**src/rtl/dmem_port_arbiter.sv**
```systemverilog
// Round-robin arbiter sharing one synchronous data-memory port between the core
// and a debug/loader master, with a bounded debug lock and read-data steering.
//
// state     | meaning
// ----------+------------------------------------------------------------------
// ST_IDLE   | round-robin between core and debug; last_dbg breaks ties
// ST_LOCKED | debug owns the port while dbg_lock=1, up to LOCK_MAX grants in a row
module dmem_port_arbiter #(
  parameter int unsigned LOCK_MAX = 16
) (
  input  logic        clk,
  input  logic        rstn,

  input  logic        core_req,
  input  logic [3:0]  core_we,
  input  logic [31:0] core_addr,
  input  logic [31:0] core_wdata,
  input  logic [2:0]  core_load_select,
  output logic        core_gnt,
  output logic        core_rvalid,
  output logic [31:0] core_rdata,

  input  logic        dbg_req,
  input  logic [3:0]  dbg_we,
  input  logic [31:0] dbg_addr,
  input  logic [31:0] dbg_wdata,
  input  logic [2:0]  dbg_load_select,
  input  logic        dbg_lock,
  output logic        dbg_gnt,
  output logic        dbg_rvalid,
  output logic [31:0] dbg_rdata,

  output logic        mem_rd,
  output logic [3:0]  mem_we,
  output logic [31:0] mem_addr,
  output logic [31:0] mem_wdata,
  output logic [2:0]  mem_load_select,
  input  logic [31:0] mem_rdata
);

  localparam int unsigned CNT_W = (LOCK_MAX < 2) ? 1 : $clog2(LOCK_MAX + 1);
  localparam logic [CNT_W-1:0] CNT_ONE   = CNT_W'(1);
  localparam logic [CNT_W-1:0] CNT_LIMIT = CNT_W'(LOCK_MAX);

  typedef enum logic {
    ST_IDLE   = 1'b0,
    ST_LOCKED = 1'b1
  } state_t;

  state_t           state_q, state_d;
  logic             last_dbg_q, last_dbg_d;
  logic [CNT_W-1:0] lock_cnt_q, lock_cnt_d;
  logic             rd_pend_q;
  logic             rd_owner_q;

  logic             lock_hold;
  logic             core_win;
  logic             dbg_win;
  logic             any_win;
  logic [3:0]       sel_we;
  logic [CNT_W-1:0] cnt_inc;

  // Dropping dbg_lock releases the port in the same cycle, so the lock only
  // dominates arbitration while it is still asserted.
  always_comb begin
    lock_hold = (state_q == ST_LOCKED) && dbg_lock;
    core_win  = 1'b0;
    dbg_win   = 1'b0;
    if (lock_hold) begin
      dbg_win = dbg_req;
    end else if (core_req && dbg_req) begin
      core_win = last_dbg_q;
      dbg_win  = !last_dbg_q;
    end else begin
      core_win = core_req;
      dbg_win  = dbg_req;
    end
  end

  assign any_win  = core_win || dbg_win;
  assign core_gnt = core_win;
  assign dbg_gnt  = dbg_win;

  // With no winner the core fields sit on the address/data bus as don't-cares.
  assign sel_we          = dbg_win ? dbg_we          : core_we;
  assign mem_addr        = dbg_win ? dbg_addr        : core_addr;
  assign mem_wdata       = dbg_win ? dbg_wdata       : core_wdata;
  assign mem_load_select = dbg_win ? dbg_load_select : core_load_select;
  assign mem_we          = any_win ? sel_we : 4'b0000;
  assign mem_rd          = any_win && (sel_we == 4'b0000);

  assign cnt_inc = lock_cnt_q + CNT_ONE;

  always_comb begin
    state_d    = state_q;
    lock_cnt_d = lock_cnt_q;
    last_dbg_d = last_dbg_q;

    if (any_win) begin
      last_dbg_d = dbg_win;
    end

    case (state_q)
      ST_IDLE: begin
        // A single-grant lock is already exhausted, so it never leaves IDLE.
        if (dbg_win && dbg_lock && (LOCK_MAX > 1)) begin
          state_d    = ST_LOCKED;
          lock_cnt_d = CNT_ONE;
        end
      end
      ST_LOCKED: begin
        if (!dbg_lock) begin
          state_d    = ST_IDLE;
          lock_cnt_d = '0;
        end else if (dbg_win) begin
          if (cnt_inc == CNT_LIMIT) begin
            state_d    = ST_IDLE;
            lock_cnt_d = '0;
          end else begin
            lock_cnt_d = cnt_inc;
          end
        end
      end
      default: begin
        state_d    = ST_IDLE;
        lock_cnt_d = '0;
      end
    endcase
  end

  always_ff @(posedge clk or negedge rstn) begin
    if (!rstn) begin
      state_q    <= ST_IDLE;
      last_dbg_q <= 1'b1;
      lock_cnt_q <= '0;
    end else begin
      state_q    <= state_d;
      last_dbg_q <= last_dbg_d;
      lock_cnt_q <= lock_cnt_d;
    end
  end

  // Memory returns read data one cycle after the read edge; remember whose it is.
  always_ff @(posedge clk or negedge rstn) begin
    if (!rstn) begin
      rd_pend_q  <= 1'b0;
      rd_owner_q <= 1'b0;
    end else begin
      rd_pend_q <= mem_rd;
      if (mem_rd) begin
        rd_owner_q <= dbg_win;
      end
    end
  end

  assign core_rvalid = rd_pend_q && !rd_owner_q;
  assign dbg_rvalid  = rd_pend_q && rd_owner_q;
  assign core_rdata  = core_rvalid ? mem_rdata : 32'h0;
  assign dbg_rdata   = dbg_rvalid  ? mem_rdata : 32'h0;

endmodule
```
**config.mk**
```make
export PLATFORM = sky130hd
export DESIGN_NAME = dmem_port_arbiter
export DESIGN_NICKNAME = d
export VERILOG_FILES = /design/src/rtl/dmem_port_arbiter.sv
export SDC_FILE = /design/constraint.sdc
export NUM_CORES = 1
export LEC_CHECK = 0
export CAP_MARGIN = 20
export CORE_AREA = 2 2 125 127
export DETAILED_ROUTE_END_ITERATION = 10
export DIE_AREA = 0 0 127 129
export MAX_ROUTING_LAYER = met4
export PLACE_DENSITY = 0.49
export SLEW_MARGIN = 20
export SYNTH_ARGS = -nofsm -noshare
export SYNTH_HDL_FRONTEND = slang
export SYNTH_SLANG_ARGS = --single-unit
export TNS_END_PERCENT = 5
```
**constraint.sdc**
```tcl
create_clock -name clk -period 1.85 [get_ports clk]
set_input_delay 0.37 -clock clk [delete_from_list [all_inputs] [get_ports clk]]
set_output_delay 0.37 -clock clk [all_outputs]
set_load 0.1 [all_outputs]
```
==> results.sh, run 1 <==
export IMPL_synth_top_family_by_area="simple AND/OR/NAND/NOR gates"
export IMPL_clk_latency_ns=0.24
export IMPL_cts_sinks=9
export IMPL_cts_root_buf="clkbuf_16"
export IMPL_totalPowerFinal_mw=4.40
export IMPL_htreeDepth=1
export IMPL_critical_path_required_ns=1.48
export IMPL_dp_cells=891
export IMPL_period_needed_ns=2.17
export IMPL_rows=45
export IMPL_syn2layout_area_growth_pct=305
export IMPL_layoutNonFillerInstCount=901
export IMPL_io_buffers=318
export IMPL_finalHoldViolations=0
export IMPL_wl_um=14500
export IMPL_synth_edf_count=0
export IMPL_min_path_type="input port to asynchronous set/reset pin"
export IMPL_placed_area_um2=7330
export IMPL_setup_violations=73
export IMPL_gp_congestion=0.834
export IMPL_ys_seq_area_frac=0.119
export IMPL_cpPeakStageDelay_ns=0.54
export IMPL_yosys_most_used_dff="dfrtp_1"
export IMPL_post_dp_hpwl_um=12500
export IMPL_critPathMaxFanout=6
export IMPL_die_x_um=127
export IMPL_grt_pass1_wl_um=20800
export IMPL_final_area_um2=7730
export IMPL_grt_ovfl_total=0
export IMPL_syn_inst=371
export IMPL_dieArea_um2=16400
export IMPL_drv_cap=0
export IMPL_p_leak_nw=3.53
export IMPL_path_clk_slew_ns=0.04
export IMPL_drt_pass1_iter_count=4
export IMPL_wl_per_cell_um=16.1
export IMPL_cp_data_arrival_time_ns=1.80
export IMPL_antenna_found_initial=0
export IMPL_postSynthAreaPerCell_um2=5.15
export IMPL_period_share=1.18
export IMPL_synthArstFlopShare=1.00
export IMPL_synth_simple_area_share=0.707
export IMPL_synth_mux_area_frac=0
export IMPL_ios=319
export IMPL_core_area_um2=15000
export IMPL_fillers=1393
export IMPL_slew_viol_final=0
export IMPL_rsz0062_at_grt="true"
export IMPL_drc=0
export IMPL_vias=3738
export IMPL_crit_chain="nand2_4, o21ai_4, inv_2, buf_12, buf_12, buf_12, nand2_2, nand2_2, buf_12"
export IMPL_clock_skew_ns=0.00374
export IMPL_max_vdd_ir_drop_uv=277
export IMPL_yosys_warnings=0
export IMPL_hold_slack_ns=0.455
export IMPL_drive_gt1_frac=0.438
export IMPL_grt_pass1_vias=3686
export IMPL_slew_headroom=0.696
export IMPL_ant_nets=0
export IMPL_worstMarginPinSlew_ns=0.445
export IMPL_synth_compound_area_frac=0.0799
export IMPL_critPathKind="flip-flop to output port"
export IMPL_clk_path_buf_depth=2
export IMPL_cpMostUsedCell="buf_12"
export IMPL_r2r_end="rd_owner_q"
export IMPL_antenna_cells=0
export IMPL_netlist_area_um2=1910
export IMPL_outcome="finished with violations"
export IMPL_max_clock_freq_mhz=460
export IMPL_via_per_inst=4.15
export IMPL_yosysUniqueCellTypes=32
export IMPL_critPathCaptureType="output port"
export IMPL_synth_xor_area_share=0.00458
export IMPL_layout_setup_ws_ns=-0.324
export IMPL_drt_iter0_markers=147
export IMPL_nets=894
export IMPL_cts_tree="done"
export IMPL_die_y_um=129
export IMPL_reg2reg_from="last_dbg_q"
export IMPL_synth_adder_area_share=0.00655
export IMPL_violations="negative setup slack"
export IMPL_slowest_stage="dfstp_2"
export IMPL_rrSetupSlack_ns=0.26
export IMPL_syn_num_nets=551
export IMPL_crit_path_start_kind="flip-flop"
export IMPL_start_util=0.128
export IMPL_rr_worst_depth=8
export IMPL_cts_buffers=3
export IMPL_powerDensity_nw_per_um2=570
export IMPL_synth_seq_cells=9
export IMPL_grt_usage=0.168
export IMPL_grt_start_max_net_pins=35
-- critical path: cells and delay by family (launching register included) --
family                 cells  cell delay, ns
AOI/OAI and AO/OA          1            0.17
buffers and inverters      5            0.66
DFF                        1            0.54
and+or+nand+nor            3            0.17
-- worst max-delay path by stage --
| stage | start | to | slack, ns | depth (start not counted) |
|---|---|---|---|---|
| 5_1_grt | last_dbg_q | mem_addr[3] | -0.38 | 8 |
| 4_1_cts | last_dbg_q | mem_wdata[21] | -0.34 | 9 |
| 6_report | last_dbg_q | mem_wdata[15] | -0.32 | 9 |
| 3_3_place_gp | core_req | mem_rd | -0.48 | 8 |
| 3_5_place_dp | core_req | mem_rd | -0.53 | 8 |
| 2_1_floorplan | dbg_req | mem_rd | -0.22 | 4 |
-- flip-flops by register name, summed over array words and instances (netlist names) --
name / count
last_dbg_q: 1
lock_cnt_q: 5
rd_owner_q: 1
rd_pend_q: 1
state_q: 1
-- cells by family (layout without fill, tap and decap cells) --
group,count (synthesis),count (layout)
compound gates,22,22
fa+ha+maj,1,1
simple gates,305,305
buf+inv,33,375
xor+xnor,1,1
flops,9,9
-- layout make-up --
type | count | area (um^2) | share of cell area
tap | 188 | 235 | 0.0304
timing repair buffer | 366 | 5130 | 0.663
multi-input combinational | 329 | 2050 | 0.265
sequential | 9 | 226 | 0.0293
clock buffer | 4 | 78.8 | 0.0102
inverter | 5 | 18.8 | 0.00243
-- stage by stage --
step	util	worst slack (ns)	TNS [ns]
6_report	0.516	-0.324	-19.39
5_1_grt	0.516	-0.383	-24.46
4_1_cts	0.512	-0.342	-21.27
3_5_place_dp	0.489	-0.528	-35.81
3_3_place_gp	0.489	-0.479	-32.26
2_1_floorplan	-	-0.223	-16.73
-- cell usage after synthesis, types with 2 or more instances --
library cell  instances  area, um^2
and2_1               34         213
a21bo_2               2        20.0
nor2_1                7        26.3
inv_1                 4        15.0
nand3b_1              2        15.0
a31oi_1               3        18.8
buf_2                10        50.1
nand2_1             215         807
buf_4                 6        45.0
nand3_1               7        35.0
and3_1               32         200
nor2b_1               2        12.5
a21oi_1               9        45.0
dfrtp_1               8         200
clkbuf_1             12        45.0
nor4_1                2        12.5
-- what timing repair did --
| item | CTS | global route |
|---|---|---|
| buffers inserted | 5 | 0 |
| hold buffers | 0 | 0 |
| endpoints found under the setup margin | 75 | 74 |
| gates resized for setup | 59 | 12 |
| gates cloned | 1 | 0 |
| pin swaps | 57 | 14 |
-- metal layers --
metal | global-route usage | up-vias | share of wire
met2 | 0.318 | 194 | 0.54
met4 | 0.0207 | 0 | 0.0074
met1 | 0.192 | 1680 | 0.38
met3 | 0.0270 | 8 | 0.072
li1 | - | 1856 | -
met5 | - | - | 0
-- where the power goes --
part           switching, mW  internal (mW)  total (mW)
combinational           2.26           1.49        3.76
clock                 0.0954          0.288       0.384
sequential            0.0333          0.230       0.264
-- cells in the final DEF (no fill, tap or decap), types with 3 or more instances in the layout --
cell | netlist | final
nand2_1 | 215 | 119
nand2_4 | 0 | 34
and2_2 | 0 | 8
buf_6 | 0 | 5
buf_8 | 0 | 3
and2_1 | 34 | 24
a21oi_1 | 9 | 3
nor2_1 | 7 | 6
clkbuf_16 | 0 | 3
buf_12 | 0 | 150
dfrtp_1 | 8 | 8
clkdlybuf4s50_1 | 0 | 175
and3_1 | 32 | 32
a31oi_1 | 3 | 3
dlygate4sd2_1 | 0 | 3
inv_1 | 4 | 4
a21oi_4 | 0 | 6
nand2_2 | 0 | 62
buf_4 | 6 | 29
nand3_1 | 7 | 7
(Power assumes the default switching activity.)
==> run 2: changes to the inputs <==
--- a/config.mk
+++ b/config.mk
@@ -5,7 +5,7 @@
 export SDC_FILE = /design/constraint.sdc
 export NUM_CORES = 1
 export LEC_CHECK = 0
-export CAP_MARGIN = 20
+export CAP_MARGIN = 10
 export CORE_AREA = 2 2 125 127
 export DETAILED_ROUTE_END_ITERATION = 10
 export DIE_AREA = 0 0 127 129
==> results of run 2 <==
Same layout as run 1: the final DEF is identical, and so are final timing and power.
